`src/rtl/div_sng_pkg.sv`:
```
// Shared constants and types for the division stochastic number generator.
// Seeds, LFSR taps and the controller state encoding live here.
package div_sng_pkg;

  localparam int unsigned SNG_WIDTH = 6;

  // Fibonacci taps for x^6 + x^5 + 1
  localparam int unsigned TAP_HI = 5;
  localparam int unsigned TAP_LO = 4;

  localparam logic [SNG_WIDTH-1:0] DEF_SEED_A = 6'h01;
  localparam logic [SNG_WIDTH-1:0] DEF_SEED_B = 6'h15;
  localparam logic [SNG_WIDTH-1:0] DEF_SEED_C = 6'h2A;

  typedef enum logic [1:0] {
    StIdle,
    StRun,
    StFin
  } state_e;

endpackage

```
`src/rtl/sng_lfsr.sv`:
```
// Maximal-length Fibonacci LFSR with synchronous seed load and step enable.
// The reset value is a parameter so it stays a constant for the async reset.
module sng_lfsr
  import div_sng_pkg::*;
#(
  parameter int unsigned          WIDTH   = SNG_WIDTH,
  parameter logic [WIDTH-1:0]     RST_VAL = DEF_SEED_A
) (
  input  logic             clk,
  input  logic             rst,
  input  logic             load,
  input  logic [WIDTH-1:0] seed,
  input  logic             en,
  output logic [WIDTH-1:0] state
);

  always_ff @(posedge clk or posedge rst) begin
    if (rst) begin
      state <= RST_VAL;
    end else if (load) begin
      state <= seed;
    end else if (en) begin
      state <= {state[WIDTH-2:0], state[TAP_HI] ^ state[TAP_LO]};
    end
  end

endmodule

```
`src/rtl/div_sng.sv`:
```
// Stream controller producing dividend/divisor bitstreams and a quotient
// comparator random number from three independent LFSRs.
module div_sng
  import div_sng_pkg::*;
#(
  parameter int unsigned          WIDTH  = SNG_WIDTH,
  parameter int unsigned          LEN_W  = 10,
  parameter logic [WIDTH-1:0]     SEED_A = DEF_SEED_A,
  parameter logic [WIDTH-1:0]     SEED_B = DEF_SEED_B,
  parameter logic [WIDTH-1:0]     SEED_C = DEF_SEED_C
) (
  input  logic             clk,
  input  logic             rst,
  input  logic             start,
  input  logic [WIDTH-1:0] dividend_val,
  input  logic [WIDTH-1:0] divisor_val,
  input  logic [LEN_W-1:0] len,
  output logic             busy,
  output logic             bit_valid,
  output logic             dividend,
  output logic             divisor,
  output logic [WIDTH-1:0] rand_num,
  output logic             done
);

  state_e           state_q, state_d;
  logic [WIDTH-1:0] dividend_val_q, divisor_val_q;
  logic [LEN_W-1:0] cnt_q;
  logic             load;
  logic             run;
  logic [WIDTH-1:0] lfsr_a, lfsr_b, lfsr_c;

  assign run = (state_q == StRun);

  always_comb begin
    state_d = state_q;
    load    = 1'b0;
    unique case (state_q)
      StIdle: begin
        if (start) begin
          if (len != '0) begin
            state_d = StRun;
            load    = 1'b1;
          end else begin
            state_d = StFin;
          end
        end
      end
      StRun: begin
        // cnt_q holds the number of bits still to emit, including this one
        if (cnt_q == LEN_W'(1)) state_d = StFin;
      end
      StFin:   state_d = StIdle;
      default: state_d = StIdle;
    endcase
  end

  always_ff @(posedge clk or posedge rst) begin
    if (rst) begin
      state_q        <= StIdle;
      dividend_val_q <= '0;
      divisor_val_q  <= '0;
      cnt_q          <= '0;
    end else begin
      state_q <= state_d;
      if (load) begin
        dividend_val_q <= dividend_val;
        divisor_val_q  <= divisor_val;
        cnt_q          <= len;
      end else if (run) begin
        cnt_q <= cnt_q - LEN_W'(1);
      end
    end
  end

  sng_lfsr #(.WIDTH(WIDTH), .RST_VAL(SEED_A)) u_lfsr_a (
    .clk   (clk),
    .rst   (rst),
    .load  (load),
    .seed  (SEED_A),
    .en    (run),
    .state (lfsr_a)
  );

  sng_lfsr #(.WIDTH(WIDTH), .RST_VAL(SEED_B)) u_lfsr_b (
    .clk   (clk),
    .rst   (rst),
    .load  (load),
    .seed  (SEED_B),
    .en    (run),
    .state (lfsr_b)
  );

  sng_lfsr #(.WIDTH(WIDTH), .RST_VAL(SEED_C)) u_lfsr_c (
    .clk   (clk),
    .rst   (rst),
    .load  (load),
    .seed  (SEED_C),
    .en    (run),
    .state (lfsr_c)
  );

  always_comb begin
    busy      = run;
    bit_valid = run;
    done      = (state_q == StFin);
    dividend  = run & (dividend_val_q > lfsr_a);
    divisor   = run & (divisor_val_q > lfsr_b);
    rand_num  = run ? lfsr_c : '0;
  end

endmodule

```
`config.mk`:
```
export PLATFORM = sky130hd
export DESIGN_NAME = div_sng
export DESIGN_NICKNAME = d
export VERILOG_FILES = /design/src/rtl/div_sng_pkg.sv /design/src/rtl/sng_lfsr.sv /design/src/rtl/div_sng.sv
export SDC_FILE = /design/constraint.sdc
export NUM_CORES = 1
export LEC_CHECK = 0
export BUFFER_PORTS_ARGS = -buffer_cell sky130_fd_sc_hd__buf_2
export CAP_MARGIN = 15
export CORE_ASPECT_RATIO = 0.8
export CORE_UTILIZATION = 45
export DETAILED_ROUTE_END_ITERATION = 12
export GPL_ROUTABILITY_DRIVEN = 0
export PLACE_DENSITY = 0.66
export SYNTH_ARGS = -nofsm -noshare
export SYNTH_HDL_FRONTEND = slang
export SYNTH_SLANG_ARGS = --single-unit
```
`constraint.sdc`:
```
create_clock -name clk -period 2.24 [get_ports clk]
set_input_delay 0.224 -clock clk [delete_from_list [all_inputs] [get_ports clk]]
set_output_delay 0.224 -clock clk [all_outputs]
set_load 0.005 [all_outputs]
```
Yosys cells after proc, flatten, opt, wreduce, memory -nomap -nowiden
Index checks and enable logic that the tools add are counted.
Widths: inputs -> output; s select.
{ "word_totals": {"reg_bits": 42, "latchBits": 0, "ramBits": 0, "rom_bits": 0, "in_bits": 25, "wordCells": 40, "memories": 0} }
{ "op_classes": {"add_sub_neg": 1, "mul": 0, "div": 0, "magnitude_cmp": 2, "eq_ne": 5, "shifts": 0, "n_mux": 16, "n_bitwise": 5, "n_reduce_logical": 4} }
{ "ops": {"columns": ["cell", "count"], "rows": [
  ["$mux 6", 7],
  ["$mux 10", 2],
  ["$gt 6x6->1", 2],
  ["$eq 10x1->1 const B", 1],
  ["$reduce_bool 10->1", 1],
  ["$sub 10x1->10 const B", 1],
  ["$mux 2", 3],
  ["$pmux 2 s2", 1],
  ["$mux 1", 3],
  ["$xor 1x1->1", 3],
  ["$and 1x1->1", 2],
  ["$eq 2x1->1 const B", 1],
  ["$eq 2x2->1 const B", 1],
  ["$logic_not 2->1", 1],
  ["$ne 2x1->1 const B", 1],
  ["$ne 2x2->1 const B", 1],
  ["$reduce_and 2->1", 1],
  ["$reduce_bool 2->1", 1]
]} }

Logic depth before layout (Yosys ltp)
Gate-level depths: netlist (run 1).
{ "logic_depth": {"ltp_word": 5, "ltp_mapped": 7, "ltp_nobuf": 6} }

Cells and area by module
From an unflattened synthesis (run 1), not the netlist that was laid out.
{ "unflattened": {"cells_unflattened": 261, "hier_area_um2": 2452.4} }
{ "by_module_without_submodules": {"columns": ["mod", "instances", "cells_each", "area_each_um2", "seq_area_each_um2"], "rows": [
  ["div_sng", 1, 174, 1535.2, 600.6],
  ["sng_lfsr (u_lfsr_b ...)", 2, 29, 306.5, 153.9],
  ["sng_lfsr (u_lfsr_a)", 1, 29, 304.0, 151.4]
]} }

Worst setup path before layout (run 1)
Ideal clock, no wire load.
{ "synth_path": {"path_kind": "register -> output", "startpoint": "reg state_q[1]", "endpoint": "out rand_num[5]", "t_arrival_ns": 1.541, "slack_ns": 0.475, "path_stages_with_launch": 7, "n_path_buf": 3, "path_cell_list": "dfrtp_1 > nand2b_1 > clkbuf_1 > inv_1 > clkbuf_1 > clkbuf_1 > and2_1"} }
{ "synth_between": {"elab_chain_len": 2} }
{ "synth_lines": {"columns": ["element", "line", "source"], "rows": [
  ["start, declared", "div_sng.sv:26", "state_e state_q, state_d;"],
  ["start signal, assigned", "div_sng.sv:60", "state_q <= StIdle;"],
  ["start signal, assigned", "div_sng.sv:65", "state_q <= state_d;"],
  ["$eq 2x1->1", "div_sng.sv:33", "assign run = (state_q == StRun);"],
  ["via bit_valid", "div_sng.sv:19", "output logic bit_valid,"],
  ["$mux 6", "div_sng.sv:109", "rand_num = run ? lfsr_c : '0;"],
  ["end, declared", "div_sng.sv:22", "output logic [WIDTH-1:0] rand_num,"]
]} }
The timed path passes the listed nets, and every way through them passes these cells.

Final worst setup path (run 1)
{ "layout_path": {"startpoint": "reg u_lfsr_a.state[3]", "endpoint": "out dividend"} }
{ "layout_between": {"elab_chain_len": 2} }
{ "layout_lines": {"columns": ["element", "line", "source"], "rows": [
  ["start, declared", "sng_lfsr.sv:14", "output logic [WIDTH-1:0] state"],
  ["start signal, assigned", "sng_lfsr.sv:23", "state <= {state[WIDTH-2:0], state[TAP_HI] ^ state[TAP_LO]};"],
  ["$gt 6x6->1", "div_sng.sv:107", "dividend = run & (dividend_val_q > lfsr_a);"],
  ["$and 1x1->1", "div_sng.sv:107", null],
  ["end, declared", "div_sng.sv:20", "output logic dividend,"]
]} }
Every way passes these cells.

==> impl_results.md, run 1 <==
- Final setup fails: 0
- Power, Total: 2.52 mW
- GRT Total Usage: 20.4%
- Fmax: 0.475 GHz
- DRC Markers: 0
- DRT met1 WL: 2340 microns
- Final Critical Period: 2100 ps
- # IOs: 36
- CTS buffer count: 5
- FF+latch count, synth: 42
- Root buf cell: clkbuf_8
- Post-route ant nets: 0
- FF-to-FF setup slack: 570 ps
- Crit Reg-Reg Startpoint: cnt_q[4]
- Vias: 1722
- Post-Synthesis Cell Area: 0.00221 sq mm
- Endpoint of the worst-slack reg-to-reg timing path: state_q[0]
- Die Width: 80.3 microns
- Fin Clk Skew: 4.54 ps
- Primary FF master, synth: dfrtp_1
- Diodes inserted: 0
- Met3 routed WL: 183 microns
- Synthesis warning total: 0
- Lkg Pwr: 1.24 nW
- Avg Cell Area, Syn: 9.65 sq um
- Reg2Reg Depth: 4
- Clock slew at reported path FFs: 80 ps
- Clk_lat worst skew: 300 ps
- Post-synthesis instance total: 229
- DRT iter0 DRCs: 106
- Post-synth top area share: 39.6%
- DRT Pass-1 Iters: 4
- Tcrit/Tclk final: 93.9%
- Routed WL: 4540 microns
- DR WL/cell: 13.8 microns
- CTS Hold Bufs: 0
- Hold Path Class: in -> async
- CP Launch Point: u_lfsr_a.state[3]
- Post_cts resized: 0
- Congestion Overflow GR: 0
- Initial antenna violation count: 0
- Relative slew margins: 64.3%
- Most frequent cell after synthesis: nand2_1
- Run status: finished clean
- Setup crit end kind: output port
- Buffer levels on the longest clock path: 2
- CP Max Fanout: 2
- Die area: 0.00520 sq mm
- Area contributors post-synth: dfrtp_1 40%, dfstp_2 8.3%, nand2_1 8.0%
- Cell variety after synth: 43
- Max rail drop VDD: 0.000453 V
- Site Rows: 22
- Crit path required time: 2020 ps
- Core area: 0.00465 sq mm
- Post-synth EDFFs: 0
- Layout Nets: 308
- Hpwl dp: 3210 microns
- RSZ-0062 raised after global routing: no
- Layout cells sized above 1: 22.6%
- PD cells: 993 mW/mm^2
- Die Ht: 64.7 microns
- Largest net degree at the start of global routing: 43
- Vias in the first global route: 1718
- Max Cap Viol: 0
- Arrival time at the worst endpoint: 1880 ps
- FFs w/ async S/R, synth: 100%
- Final Hold Vio Count: 0
- Top layer in use: met4
- Total Neg Setup Slack: 0 ps
- H-tree levels: 2
- Kind of critical path: reg -> out
- Fill count: 433
- Synth area leader: dfrtp_1
- TritonCTS clock tree: built
- First-pass GRT wire length: 8010 microns
- Met2 wire len: 1930 microns
- Seq/Total Area, Yosys: 48.0%
- Pins Over Slew Limit: 0
- Most common library cells after synthesis: 47 x nand2_1, 35 x dfrtp_1, 19 x inv_1, 15 x o21ai_0, 14 x ha_1
- Postcts setup bufs: 0
- Clock Sink Count: 42
- IO Port Bufs: 35
- CP Launch Type: flop
- Synth-to-layout area growth: 15.0%
- Syn nets: 268
- DR vias/cell: 5.22
- Initial core utilization: 47.5%
- Worst-Margin Slew: 536 ps
- Hold slack: 49.9 ps
[per-layer routing]
layer	track usage, %	vias up
li1	-	874
met1	28.6	806
met2	29.8	33
met5	0	-
met4	9.15	0
met3	4.79	9
[cells by family (layout without fill, tap and decap cells)]
group	count (synthesis)	in the layout	share of synthesized area, %
adders and majority gates	14	14	7.93
AOI/OAI and AO/OA	49	49	16.0
buffers and inverters	30	71	6.51
and+or+nand+nor	88	88	19.3
xor gates and xnor gates	6	6	2.38
DFF	42	42	48.0
[layout by cell type, fill, tap and decap left out, types with 2 or more instances in the layout]
master	Yosys	final
nand2_1	47	47
dfrtp_1	35	35
buf_2	1	35
inv_1	19	19
o21ai_0	15	15
ha_1	14	14
nand3_1	11	11
buf_4	2	9
a21o_1	8	8
dfstp_2	7	7
and2_1	6	6
nor2_1	5	5
a21oi_1	5	5
o211ai_1	5	5
clkbuf_8	0	5
nor3_1	4	4
nor4_1	3	3
xor2_1	3	3
a211o_1	3	3
xnor2_1	3	3
clkbuf_1	4	3
and4_1	2	2
a311oi_1	2	2
o31ai_1	2	2
[worst max-delay path by stage]
stage / to / depth (start not counted)
finish: dividend / 7
global route: divisor / 7
CTS: divisor / 7
detailed placement: u_lfsr_b.state[2] / 6
global placement: u_lfsr_b.state[4] / 6
floorplan: rand_num[5] / 6
[registers in the layout, indices dropped and copies added, names as in the netlist]
name	flops
cnt_q	10
dividend_val_q	6
divisor_val_q	6
u_lfsr_a.state	6
u_lfsr_b.state	6
u_lfsr_c.state	6
state_q	2
[where the power goes]
part / internal, mW / switching, mW
registers: 1.06 / 0.195
logic: 0.412 / 0.381
clock network: 0.222 / 0.258
[metrics by stage]
stage                     util [%]  setup slack [ps]  instances  cell area, sq um
after global routing          54.6              23.2        330              2540
after global placement        52.8               244        322              2450
after floorplan                  -               475        229              2210
final                         54.6               136        330              2540
after detailed placement      52.8               183        322              2450
after CTS                     54.5               106        330              2530
[critical path, stage by stage (launching register included)]
cell and delay (ps):
dfrtp_1 380, inv_1 90, ha_1 240, a21o_1 160, a21o_1 180, a221oi_1 300, a311oi_1 90, buf_2 140
[layout make-up]
class / instances / area [sq um] / share of cell area [%]
Sequential cell: 42 / 1060 / 41.7
Clock buffer: 8 / 80.1 / 3.15
Tap cell: 60 / 75.1 / 2.95
Timing Repair Buffer: 44 / 243 / 9.55
Multi-Input combinational cell: 157 / 1010 / 39.8
Inverter: 19 / 71.3 / 2.81
No activity file was read; power rests on OpenSTA's default activity.
==> run 2, diff against run 1 <==
CTS_BUF_LIST = sky130_fd_sc_hd__clkbuf_16   (was unset)
==> impl_results.md, run 2 (same netlist as run 1, synthesis figures left out) <==
- Initial core utilization: 47.5%
- Initial antenna violation count: 0
- CP Launch Point: u_lfsr_b.state[2]
- Hpwl dp: 3210 microns
- Congestion Overflow GR: 0
- # IOs: 36
- Vias: 1753
- Max FFs per register: 10
- DR WL/cell: 13.9 microns
- Setup crit end kind: output port
- CP Launch Type: flop
- Run status: finished clean
- Clk_lat worst skew: 280 ps
- H-tree levels: 2
- RSZ-0062 raised after global routing: no
- Crit path required time: 2020 ps
- Max rail drop VDD: 0.000483 V
- Synth-to-layout area growth: 17.3%
- Die Width: 80.3 microns
- Relative slew margins: 63.4%
- DRT iter0 DRCs: 146
- Total Neg Setup Slack: 0 ps
- Top reg by flops: cnt_q
- CTS buffer count: 5
- Critical path endpoint: divisor
- Core area: 0.00465 sq mm
- Most common cell after layout, fill and taps aside: nand2_1
- Hold Path Class: in -> async
- Post_cts resized: 0
- Clock slew at reported path FFs: 60 ps
- CTS Hold Bufs: 0
- Die Ht: 64.7 microns
- TritonCTS clock tree: built
- Worst-Margin Slew: 550 ps
- Vias in the first global route: 1738
- Lkg Pwr: 1.28 nW
- Layout cells sized above 1: 22.2%
- DRC Markers: 0
- Met2 wire len: 1990 microns
- DRT met1 WL: 2290 microns
- Routed WL: 4600 microns
- CP Max Fanout: 2
- Final Hold Vio Count: 0
- Final Critical Period: 2110 ps
- FF-to-FF setup slack: 570 ps
- Util after Layout: 55.7%
- Final setup fails: 0
- Clock Sink Count: 42
- Root buf cell: clkbuf_16
- Crit Reg-Reg Startpoint: cnt_q[4]
- IO Port Bufs: 35
- Die area: 0.00520 sq mm
- Postcts setup bufs: 0
- GRT Total Usage: 20.5%
- Tcrit/Tclk final: 94.1%
- Max Cap Viol: 0
- Placement Setup Slack: 183 ps
- Post-route ant nets: 0
- Top layer in use: met4
- Site Rows: 22
- Kind of critical path: reg -> out
- First-pass GRT wire length: 8140 microns
- Endpoint of the worst-slack reg-to-reg timing path: state_q[0]
- Reg2Reg Depth: 4
- Fin Clk Skew: 3.72 ps
- Buffer levels on the longest clock path: 2
- Worst setup margin: 132 ps
- Pins Over Slew Limit: 0
- Diodes inserted: 0
- DR vias/cell: 5.31
- Fmax: 0.474 GHz
- Arrival time at the worst endpoint: 1880 ps
- Most frequent cells in the layout: 47 x nand2_1, 35 x dfrtp_1, 35 x buf_2
- Met3 routed WL: 252 microns
- DRT Pass-1 Iters: 4
- PD cells: 1050 mW/mm^2
- Largest net degree at the start of global routing: 43
- Layout Nets: 308
run 2: layout make-up:
| cell class | instances | area (sq um) |
|---|---|---|
| Sequential cell | 42 | 1060 |
| Clock buffer | 5 | 125 |
| Clock inverter | 3 | 11.3 |
| Inverter | 19 | 71.3 |
| Multi-Input combinational cell | 157 | 1010 |
| Tap cell | 60 | 75.1 |
| Fill cell | 423 | 2060 |
| Timing Repair Buffer | 44 | 243 |
run 2: through the flow:
step / total power, mW / cells / area [sq um] / hold WS (ps)
floorplan: 1.77 / 229 / 2210 / 329
global placement: 2.02 / 322 / 2450 / 390
detailed placement: 2.04 / 322 / 2450 / 387
CTS: 2.75 / 330 / 2590 / 89.3
global route: 2.94 / 330 / 2590 / 113
finish: 2.72 / 330 / 2590 / 60.6
run 2: how the worst min path moves through the flow:
stage,slack (ps),start,cells past startpoint,end
final,60,rst,3,u_lfsr_b.state[1]
after global routing,110,rst,3,u_lfsr_b.state[1]
after CTS,90,rst,3,cnt_q[7]
after detailed placement,390,rst,3,divisor_val_q[0]
after global placement,390,rst,3,divisor_val_q[0]
after floorplan,330,dividend_val[1],2,dividend_val_q[1]
run 2: power by group:
group	total, mW	switching (mW)	internal [mW]
clock network	0.682	0.282	0.401
logic	0.784	0.378	0.407
registers	1.25	0.194	1.06
run 2: layer usage:
metal  vias to the layer above  track usage (%)
met3                         8             4.65
met5                         -                0
met4                         0             7.37
met2                        40             30.3
met1                       829             29.4
li1                        876                -
run 2: critical path, cell delays in order (launching register included):
cell,delay (ps)
dfstp_2,530
inv_1,50
ha_1,170
a21o_1,170
a21o_1,180
a221oi_1,290
a311oi_1,80
buf_2,140
==> run 3, diff against run 2 <==
PLACE_DENSITY = 0.65   (was 0.66)
==> impl_results.md, run 3 (same netlist as run 1, synthesis figures left out) <==
- Final setup fails: 0
- Layout cells sized above 1: 22.0%
- Site Rows: 22
- Congestion Overflow GR: 0
- Postcts setup bufs: 0
- Most frequent cells in the layout: 47 x nand2_1, 35 x dfrtp_1, 35 x buf_2
- CP max stage delay: 530 ps
- CP Max Fanout: 2
- CTS buffer count: 5
- Arrival time at the worst endpoint: 1890 ps
- Root buf cell: clkbuf_16
- Clock Sink Count: 42
- GRT Total Usage: 19.6%
- Max rail drop VDD: 0.000489 V
- Sequential cell area: 0.00106 sq mm
- Top layer in use: met4
- Kind of critical path: reg -> out
- Post_cts resized: 0
- Diodes inserted: 0
- Met2 wire len: 1940 microns
- Vias in the first global route: 1642
- TritonCTS clock tree: built
- Most common cell after layout, fill and taps aside: nand2_1
- Run status: finished clean
- Routed WL: 4440 microns
- Hpwl dp: 3060 microns
- Fill count: 444
- Initial antenna violation count: 0
- Clk_lat worst skew: 280 ps
- Most used cell, CP: a21o_1
- Slowest-stage cell, CP: dfstp_2
- DRT met1 WL: 2270 microns
- CTS Hold Bufs: 0
- Core area: 0.00465 sq mm
- Fmax: 0.472 GHz
- DR vias/cell: 5.25
- DR WL/cell: 13.5 microns
- Setup crit end kind: output port
- CP Launch Type: flop
- Crit path required time: 2020 ps
- Die area: 0.00520 sq mm
- Largest net degree at the start of global routing: 43
- Die Width: 80.3 microns
- Critical path cell sequence: inv_1 -> ha_1 -> a21o_1 -> a21o_1 -> a221oi_1 -> a311oi_1 -> buf_2
- Util after Layout: 55.7%
- Layout Nets: 306
- Crit-path leading delay family: compound AO/OA/AOI/OAI gates
- Tcrit/Tclk final: 94.5%
- Footprint of the multi-input gates: 0.00101 sq mm
- Die Ht: 64.7 microns
- Final Critical Period: 2120 ps
- Clock slew at reported path FFs: 60 ps
- First-pass GRT wire length: 7680 microns
- Max Cap Viol: 0
- Top reg by flops: cnt_q
- Fin Clk Skew: 2.94 ps
- Lkg Pwr: 1.27 nW
- Max FFs per register: 10
- Post-route ant nets: 0
- DRC Markers: 0
- DRT Pass-1 Iters: 5
- Initial core utilization: 47.5%
- Final Hold Vio Count: 0
- Relative slew margins: 59.7%
- H-tree levels: 2
- Worst-Margin Slew: 604 ps
- Total Neg Setup Slack: 0 ps
- Buffer levels on the longest clock path: 2
- IO Port Bufs: 35
- Met3 routed WL: 174 microns
- Hold Path Class: in -> async
- PD cells: 1050 mW/mm^2
- # IOs: 36
- Pins Over Slew Limit: 0
- DRT iter0 DRCs: 136
- Synth-to-layout area growth: 17.2%
- Worst path bufs/invs: 2
- RSZ-0062 raised after global routing: no
- Vias: 1721
run 3: tightest hold or removal path, cell delays in order:
cell and delay, ps:
buf_2 90, inv_1 40, buf_4 430
run 3: worst paths after layout:
path                                   startpoint                 to  slack [ps]  cells after the start
worst min register to register  dividend_val_q[3]  dividend_val_q[3]         480                      2
worst max register to register         state_q[1]  u_lfsr_c.state[2]         710                      5
min in group clk                   divisor_val[1]   divisor_val_q[1]         130                      3
worst max-delay path            u_lfsr_b.state[2]            divisor         120                      7
worst min-delay path                          rst   divisor_val_q[5]          60                      3
max in group asynchronous                     rst  u_lfsr_a.state[0]        1800                      3
run 3: metrics by stage:
step	total power [mW]	instances	instance area, sq um	setup WS, ps	hold slack, ps
2_1_floorplan	1.77	229	2210	475	329
4_1_cts	2.76	328	2590	110	86.4
5_1_grt	2.94	328	2590	7.00	124
6_report	2.72	328	2590	123	61.5
3_5_place_dp	2.06	320	2450	335	390
3_3_place_gp	2.02	320	2450	362	384
run 3: routing by layer:
metal	vias up	global-route usage, %
met5	-	0
li1	868	-
met4	0	8.04
met3	4	4.51
met1	818	26.8
met2	31	29.9
run 3: final cells by class:
class	count	share of cell area [%]
multi-input cells	157	38.8
inverters	19	2.75
well taps	60	2.90
clock buffers	5	4.83
clock inverters	3	0.483
repair buffers	42	9.28
flip-flops and latches	42	40.9
run 3: report_power, final:
part / internal [mW] / total [mW] / switching [mW]
registers: 1.06 / 1.26 / 0.200
clock network: 0.403 / 0.681 / 0.278
logic: 0.410 / 0.784 / 0.373
